--- src/rtl/ps2_rtc_cmd_decoder.sv ---
// ps2_rtc_cmd_decoder: PS/2 set-2 scan-code parser driving registered RTC control pulses, flags and mode.
module ps2_rtc_cmd_decoder #(
  parameter int PULSE_W = 4,
  parameter int TIMEOUT = 100000,
  parameter int REPEAT_FILTER = 1
) (
  input  logic       clk,
  input  logic       reset,
  input  logic [7:0] key_code,
  input  logic       key_valid,
  output logic [2:0] mode,
  output logic       timer_en,
  output logic       fmt_24h,
  output logic       pm_flag,
  output logic       pb_program,
  output logic       pb_up,
  output logic       pb_down,
  output logic       pb_left,
  output logic       pb_right,
  output logic       cmd_valid,
  output logic       err
);
  localparam int TW = $clog2(TIMEOUT);
  localparam int PWW = $clog2(PULSE_W + 1);
  typedef enum logic [1:0] {IDLE, GOT_E0, GOT_F0, GOT_E0F0} state_t;
  state_t state, state_next;
  logic [TW-1:0] tcnt;
  logic [PWW-1:0] pcnt;
  logic [8:0] held, key;
  logic held_valid, timeout, make_ev, brk_ev, ext, drop, known, is_r, fmt_tgl, pm_tgl, apply, bad;
  logic [4:0] pb, pb_sel;
  logic [2:0] mode_sel;
  assign {pb_program, pb_right, pb_left, pb_down, pb_up} = pb;
  assign timeout = state != IDLE && !key_valid && tcnt == TW'(TIMEOUT - 1);
  always_ff @(posedge clk or posedge reset)
    if (reset) state <= IDLE;
    else state <= state_next;
  always_comb begin
    state_next = state;
    if (timeout) state_next = IDLE;
    else if (key_valid)
      case (state)
        IDLE:    state_next = key_code == 8'hE0 ? GOT_E0 : key_code == 8'hF0 ? GOT_F0 : IDLE;
        GOT_E0:  state_next = key_code == 8'hF0 ? GOT_E0F0 : key_code == 8'hE0 ? GOT_E0 : IDLE;
        GOT_F0:  state_next = key_code == 8'hF0 ? GOT_F0 : IDLE;
        default: state_next = IDLE;
      endcase
  end
  always_comb begin
    make_ev = key_valid && (state == IDLE || state == GOT_E0) && key_code != 8'hE0 && key_code != 8'hF0;
    brk_ev = key_valid && ((state == GOT_F0 && key_code != 8'hF0) || state == GOT_E0F0);
    ext = state == GOT_E0 || state == GOT_E0F0;
    key = {ext, key_code};
    drop = REPEAT_FILTER != 0 && held_valid && held == key;
    pb_sel = '0;
    mode_sel = mode;
    fmt_tgl = 1'b0;
    pm_tgl = 1'b0;
    is_r = 1'b0;
    known = 1'b1;
    case (key)
      9'h01D, 9'h175: pb_sel = 5'b00001;
      9'h01B, 9'h172: pb_sel = 5'b00010;
      9'h01C, 9'h16B: pb_sel = 5'b00100;
      9'h023, 9'h174: pb_sel = 5'b01000;
      9'h04D:         pb_sel = 5'b10000;
      9'h02B:         fmt_tgl = 1'b1;
      9'h02A:         pm_tgl = 1'b1;
      9'h024:         mode_sel = 3'b010;
      9'h043:         mode_sel = 3'b001;
      9'h02C:         mode_sel = 3'b000;
      9'h02D: begin
        mode_sel = 3'b100;
        is_r = 1'b1;
      end
      default:        known = 1'b0;
    endcase
    apply = make_ev && !drop && known;
    bad = make_ev && !drop && !known;
  end
  always_ff @(posedge clk or posedge reset)
    if (reset) begin
      tcnt <= '0;
      pcnt <= '0;
      pb <= '0;
      held <= '0;
      held_valid <= 1'b0;
      mode <= 3'b000;
      timer_en <= 1'b0;
      fmt_24h <= 1'b0;
      pm_flag <= 1'b0;
      cmd_valid <= 1'b0;
      err <= 1'b0;
    end else begin
      tcnt <= (state == IDLE || key_valid || timeout) ? '0 : tcnt + TW'(1);
      cmd_valid <= apply;
      err <= bad || timeout;
      held_valid <= apply ? 1'b1 : (brk_ev && held_valid && held == key) ? 1'b0 : held_valid;
      if (apply) begin
        held <= key;
        mode <= mode_sel;
        timer_en <= !is_r;
        fmt_24h <= !is_r && (fmt_24h ^ fmt_tgl);
        pm_flag <= !is_r && (pm_flag ^ pm_tgl);
      end
      // a new button command preempts whatever pulse is running
      if (apply && pb_sel != '0) begin
        pb <= pb_sel;
        pcnt <= PWW'(PULSE_W - 1);
      end else if (pcnt != '0) pcnt <= pcnt - PWW'(1);
      else pb <= '0;
    end
endmodule

--- config.mk ---
export PLATFORM = sky130hd
export DESIGN_NAME = ps2_rtc_cmd_decoder
export DESIGN_NICKNAME = d
export VERILOG_FILES = /design/src/rtl/ps2_rtc_cmd_decoder.sv
export SDC_FILE = /design/constraint.sdc
export NUM_CORES = 1
export LEC_CHECK = 0
export CAP_MARGIN = 20
export CORE_MARGIN = 5
export CORE_UTILIZATION = 40
export DETAILED_ROUTE_END_ITERATION = 6
export PLACE_DENSITY = 0.6
export SETUP_SLACK_MARGIN = 0.1
export SYNTH_ARGS = -nofsm -noshare
export SYNTH_HDL_FRONTEND = slang
export SYNTH_SLANG_ARGS = --single-unit
--- constraint.sdc ---
create_clock -name clk -period 2.6 [get_ports clk]
set_input_delay 0.39 -clock clk [delete_from_list [all_inputs] [get_ports clk]]
set_output_delay 0.39 -clock clk [all_outputs]
set_load 0.01 [all_outputs]
==> summary.txt, run 1 <==
RR Startpoint: state[0]
Worst-Margin Slew: 0.616 ns
Initial antenna violation count: 0
Final Non-Filler Cells: 391
Worst Setup Path Type: in2reg
Area growth syn-to-layout: 25.5%
IO buf count: 23
Avg Synthesized Cell Area: 9.97 µm²
FF-to-FF End: held[8]
GPL Wtd Cong: 0.911
Layout cells sized above 1: 22.6%
DRC: 0
Number of global-route vias before repair: 2057
DP Wirelength: 4230 µm
Synth Area in XOR/XNOR: 9.23%
Placed insts: 384
Share of the synthesized area in the top cell type: 44.0%
Asr flop ratio synth: 100%
Unrepaired setup endpoints after global routing: no
Worst setup EP type: register
CP Data Required Time: 2.80 ns
Most used DFF post-synth: dfrtp_1
Most Crowded Layer GR: met2
Slew headroom: 59.0%
Clock Skew: 0.00827 ns
Clock Root Buffer: clkbuf_8
Static leakage: 1.38 nW
Site row count: 29
Yosys reg bits: 45
CTS H-tree lvls: 2
Min cycle time layout: 2.44 ns
Die W: 90.0 µm
Power per cell area: 541 mW/mm²
Crit path DAT: 2.64 ns
Worst-case clock buffer depth: 2
Final period utilization: 94.0%
Routed Antenna Nets: 0
Synth Area in Compound Gates: 10.4%
Cts bufs inserted: 5
Setup tns final: 0 ns
Initial Utilization: 40.8%
1st-iter DRT viols: 76
Fillers: 597
Clk_lat worst skew: 0.31 ns
Sequential share of the synthesized area: 44.0%
Area contributors post-synth: dfrtp_1 (44%), xnor2_1 (6.8%), nor2_1 (5.1%), nand2_1 (3.2%), mux2_4 (2.9%)
Critical path startpoint: key_code[7]
Post-synthesis simple-gate area fraction: 24.3%
Setup crit end: timer_en
M2 GR Usage: 24.5%
GR Layer Usage met1: 20.0%
Status: finished, final reports clean
First-pass GRT wire length: 10100 µm
Fin Hold WS: 0.418 ns
Post-Syn Instances: 257
Largest family of logic cells by synthesized area: simple AND/OR/NAND/NOR gates
Reg2Reg Setup Slack: 0.37 ns
Setup bufs post-CTS: 0
Core footprint: 0.00628 mm²
# diodes: 0
Total GRT Usage: 15.2%
Die area: 0.00810 mm²
VDD IR max: 0.000409 V
GR Util met3: 3.51%
Final setup fails: 0
CP max FO: 10
Ys Warns: 0
Die Ht: 90.0 µm
EDFF count, synth: 0
Multiplexer share of the synthesized area: 5.08%
Type of origin of the critical path: primary input
DRT Pass-1 Iters: 4
F_max: 409 MHz
Clock transition at path regs: 0.09 ns
IO Count: 24
Placed Area: 0.00310 mm²
Largest net degree at the start of global routing: 26
Synth unique cells: 57
Post-synthesis cell area: 0.00256 mm²
Synth Area in Adders: 1.47%
Clock Sinks: 45
Fin. max-slew vios: 0
Worst hold path class: in2async
Synthesized net count: 271
Final hold vios: 0
DRT Wirelength: 5780 µm
Routed vias/inst: 5.01
Final nets: 328
CTS tree: built
Leading area contributor after synthesis: dfrtp_1
Max Cap Viol: 0
Gr ovfl total: 0
Post-route cell area: 0.00321 mm²
Via count: 1958
Worst Reg-to-Reg Cells: 8
Wire per inst: 14.8 µm
## cells by family after synthesis
family                   count (synthesis)
XOR/XNOR                                27
flip-flops                              45
buffers and inverters                   23
AND/OR/NAND/NOR                        117
multiplexers                            10
adder cells (fa/ha/maj)                  3
AO/OA/AOI/OAI                           32
## registers in the layout, summed over array words and instances (netlist names)
| register | flops |
|---|---|
| timer_en | 1 |
| pb | 5 |
| tcnt | 17 |
| held | 9 |
| pm_flag | 1 |
| held_valid | 1 |
| cmd_valid | 1 |
| state | 2 |
| pcnt | 3 |
| mode | 3 |
| err | 1 |
| fmt_24h | 1 |
## metrics by stage
| step | setup slack, ns | util (%) | total power [mW] |
|---|---|---|---|
| 6_report | 0.156 | 51.2 | 1.74 |
| 5_1_grt | 0.106 | 51.2 | 1.83 |
| 4_1_cts | 0.122 | 51.0 | 1.75 |
| 3_5_place_dp | -0.204 | 49.3 | 1.21 |
| 3_3_place_gp | -0.188 | 49.3 | 1.20 |
| 2_1_floorplan | 0.457 | - | 1.09 |
## cells in the mapped netlist, types with 5 or more instances
cell / n
dfrtp_1: 45
nor2_1: 35
nand2_1: 22
xnor2_1: 20
nor3_1: 11
nand3_1: 10
inv_1: 9
a21oi_1: 7
xor2_1: 7
mux2_4: 5
nand4_1: 5
## what timing repair did
action / in CTS / in global routing
endpoints found under the hold margin: 0 / 0
hold buffers: 0 / 0
endpoints found under the setup margin: 0 / 9
resized for setup: 0 / 2
## worst max-delay path, stage by stage
cell and delay [ns]:
clkdlybuf4s50_1 0.55, nand4bb_1 0.36, o41ai_2 0.27, a32oi_1 0.18, and4b_1 0.24, nand2b_4 0.16
inv_4 0.14, mux2_2 0.35
## metal layers
| layer | part of all wire (%) | vias to the layer above |
|---|---|---|
| li1 | - | 993 |
| met1 | 48 | 927 |
| met2 | 47 | 31 |
| met3 | 4.0 | 7 |
| met4 | 1.1 | 0 |
| met5 | 0 | - |
## report_power, final
part	switching, mW	internal (mW)
Combinational	0.171	0.209
Sequential	0.0453	0.774
Clock	0.256	0.285
Total	0.472	1.27
## placed cells by master, fill, tap and decap left out, types with 2 or more instances in the layout
master	netlist	routed
nor2_1	35	35
a32o_1	4	4
nand2b_1	4	4
nand3b_1	2	2
a21oi_1	7	7
buf_4	3	39
nand2_1	22	22
o2bb2ai_1	3	3
nand3_1	10	10
clkbuf_8	0	5
o21ai_0	4	4
nor4_1	2	2
nor3_1	11	11
nor3b_2	2	2
and2b_1	2	2
xor2_1	7	7
and2_1	3	3
clkdlybuf4s50_1	0	23
nor2b_1	3	3
mux2_2	4	4
inv_1	9	8
nand4_1	5	5
mux2_4	5	5
xnor2_1	20	20
ha_1	3	3
and3_1	2	2
dfrtp_1	45	45
## cell type report
class                   count  area (µm²)  share of cell area, %
well taps                  77        96.3                   3.00
inverters                  10        40.0                   1.25
clock inverters             2        38.8                   1.21
repair buffers             63         543                   16.9
flip-flops and latches     45        1130                   35.0
multi-input cells         189        1300                   40.5
clock buffers               5        68.8                   2.14
## how the worst min path moves through the flow
stage	to	slack, ns	cells past startpoint
after floorplan	tcnt[0]	0.46	1
after global placement	tcnt[0]	0.48	1
after detailed placement	pb[2]	0.48	1
after CTS	timer_en	0.44	2
after global routing	timer_en	0.44	2
final	timer_en	0.42	2
Note: power is estimated with default switching activity, not from simulation.
==> run 2, diff against run 1 <==
CORE_ASPECT_RATIO = 0.6   (was not set)
==> run 2 against run 1 <==
Register-to-register slack better by 0.02 ns. Combinational power grew 3%. Critical endpoint unchanged. Clock skew fell by 0.0024 ns. Via count increased by 5.4%. Count of clock-buffer cells in the layout grew 1. Critical path type unchanged. Design area increased by 1.7%. Largest cell class unchanged. Critical path depth is the same. Highest routed layer unchanged. Non-clock buffer count grew 6. Flip-flop and latch count unchanged.
==> summary.txt, run 2 (synthesis results as in run 1) <==
Place WS: -0.159 ns (+0.0454 ns)
DRC: 0 (unchanged)
Post-route setup slack: 0.171 ns (+0.0149 ns)
VDD IR max: 0.000268 V (-34%)
DRT Pass-1 Iters: 5 (+1)
Worst hold path class: reg2reg
Crit-path cells: clkdlybuf4s50_1 -> and2b_1 -> nand2_1 -> o32ai_2 -> and4b_1 -> nand2b_4 -> inv_4 -> mux2_2
Biggest regs: tcnt: 17 flops, held: 9 flops, pb: 5 flops
Worst-case clock buffer depth: 2 (unchanged)
Min cycle time layout: 2.43 ns (-0.0149 ns)
Fillers: 592 (-0.84%)
Die W: 113 µm (+26%)
Post-route cell area: 0.00327 mm² (+1.7%)
Register area: 0.00113 mm² (unchanged)
RR Startpoint: state[0]
Commonest non-fill, non-tap cell in the layout: buf_4
CP max FO: 9 (-1)
Slew headroom: 56.7% (-2.3 points)
Number of global-route vias before repair: 1971 (-4.2%)
Crit path DAT: 2.61 ns (-0.03 ns)
DRT Wirelength: 6190 µm (+7.2%)
Area of the multi-input gates: 0.00132 mm² (+1.7%)
Routed vias/inst: 5.11 (+2.0%)
First-pass GRT wire length: 10100 µm (-0.35%)
CTS tree: built
Placed Area: 0.00314 mm² (+1.3%)
Worst hold start: tcnt[0]
Clock Sinks: 45 (unchanged)
Total GRT Usage: 15.8% (+0.60 points)
Setup bufs post-CTS: 0 (unchanged)
Core footprint: 0.00617 mm² (-1.8%)
Initial antenna violation count: 0 (unchanged)
Max FFs per register: 17 (unchanged)
F_max: 412 MHz (+0.61%)
Static leakage: 1.43 nW (+3.4%)
Clock Skew: 0.00584 ns (-0.00243 ns)
Initial Utilization: 41.5% (+0.74 points)
Max Cap Viol: 0 (unchanged)
Cts bufs inserted: 5 (unchanged)
Type of origin of the critical path: primary input
Final Non-Filler Cells: 404 (+3.3%)
Clock Root Buffer: clkbuf_8
Clock transition at path regs: 0.08 ns (about the same)
Die Ht: 72.0 µm (-20%)
CTS H-tree lvls: 2 (unchanged)
Power per cell area: 505 mW/mm² (-6.7%)
IO buf count: 23 (unchanged)
Critical-path top delay cell: clkdlybuf4s50_1
Worst path max stage delay: 0.62 ns (+0.07 ns)
Largest net degree at the start of global routing: 46 (+77%)
Critical path startpoint: key_code[2]
Final hold vios: 0 (unchanged)
Placed insts: 397 (+3.4%)
Biggest register: tcnt
Wire per inst: 15.3 µm (+3.7%)
Via count: 2064 (+5.4%)
Site row count: 22 (-24%)
Worst-Margin Slew: 0.650 ns (+0.0347 ns)
Routed Antenna Nets: 0 (unchanged)
GPL Wtd Cong: 0.951 (+4.5%)
Most frequent cells in the layout: buf_4 (46), dfrtp_1 (45), nor2_1 (35), nand2_1 (22)
Final setup fails: 0 (unchanged)
Worst setup EP type: register
DP Wirelength: 4800 µm (+13%)
CP Data Required Time: 2.78 ns (-0.02 ns)
Worst Setup Path Type: in2reg
Final period utilization: 93.4% (-0.57 points)
Reg2Reg Setup Slack: 0.39 ns (+0.02 ns)
Clk_lat worst skew: 0.29 ns (-0.02 ns)
Worst Reg-to-Reg Cells: 7 (-1)
Setup crit end: timer_en
1st-iter DRT viols: 122 (+61%)
Die area: 0.00816 mm² (+0.64%)
Final nets: 334 (+1.8%)
# diodes: 0 (unchanged)
Area growth syn-to-layout: 27.6%
Cts hold-fix bufs: 0 (unchanged)
Layout cells sized above 1: 24.1% (+1.5 points)
Unrepaired setup endpoints after global routing: no
IO Count: 24 (unchanged)
FF-to-FF End: timer_en
Status: finished, final reports clean
Fin. max-slew vios: 0 (unchanged)
Gr ovfl total: 0 (unchanged)
==> run 2: changes by cell type in the layout (fill, tap and decap cells not counted), sizes merged <==
cell,previous run,this run
clkdlybuf4s50,23,20
buf,40,46
bufinv,1,0
dlymetal6s2s,0,3
clkinvlp,0,1
inv,11,10
clkbuf,5,6
==> run 2: power breakdown <==
| group | switching [mW] | total [mW] | leakage, nW | internal [mW] |
|---|---|---|---|---|
| Clock | 0.230 | 0.441 | 0.0433 | 0.210 |
| Combinational | 0.176 | 0.390 | 0.788 | 0.214 |
| Sequential | 0.0457 | 0.819 | 0.598 | 0.774 |
| Total | 0.453 | 1.65 | 1.43 | 1.20 |
==> run 2: worst min path at each step <==
stage	end	slack (ns)	cells after the start
global route	tcnt[0]	0.51	1
floorplan	tcnt[0]	0.46	1
global placement	pb[2]	0.47	1
detailed placement	mode[2]	0.48	1
finish	tcnt[0]	0.50	1
CTS	tcnt[0]	0.49	1
==> run 2: timing repair <==
item	in CTS	in global routing
gates resized for setup	0	6
setup endpoints to repair	0	11
hold endpoints to repair	0	0
==> run 2: per-layer routing <==
metal	vias to the layer above	global-route usage, %	part of all wire (%)
met5	-	0	0
met4	0	2.80	0.45
met3	2	4.33	6.7
met2	61	20.8	38
met1	994	25.6	55
li1	1007	-	-
==> run 2: per-stage QoR <==
step	power [mW]	hold slack, ns	util, %	TNS [ns]
global route	1.74	0.514	53.0	0
global placement	1.21	0.475	50.9	-1.43
detailed placement	1.22	0.480	50.9	-1.36
CTS	1.66	0.493	52.4	0
floorplan	1.09	0.455	-	0
finish	1.65	0.497	53.0	0
==> run 2: critical path, delay by kind of cell <==
family | cells | cell delay, ns
simple gates | 4 | 0.78
mux | 1 | 0.35
compound gates | 1 | 0.33
buf+inv | 2 | 0.76
==> run 2: area by class of cell <==
class	count	share of cell area, %
Inverter	10	1.23
Sequential cell	45	34.5
Timing Repair Buffer	69	17.8
Tap cell	84	3.22
Multi-Input combinational cell	189	40.5
Clock inverter	1	0.230
Clock buffer	6	2.53
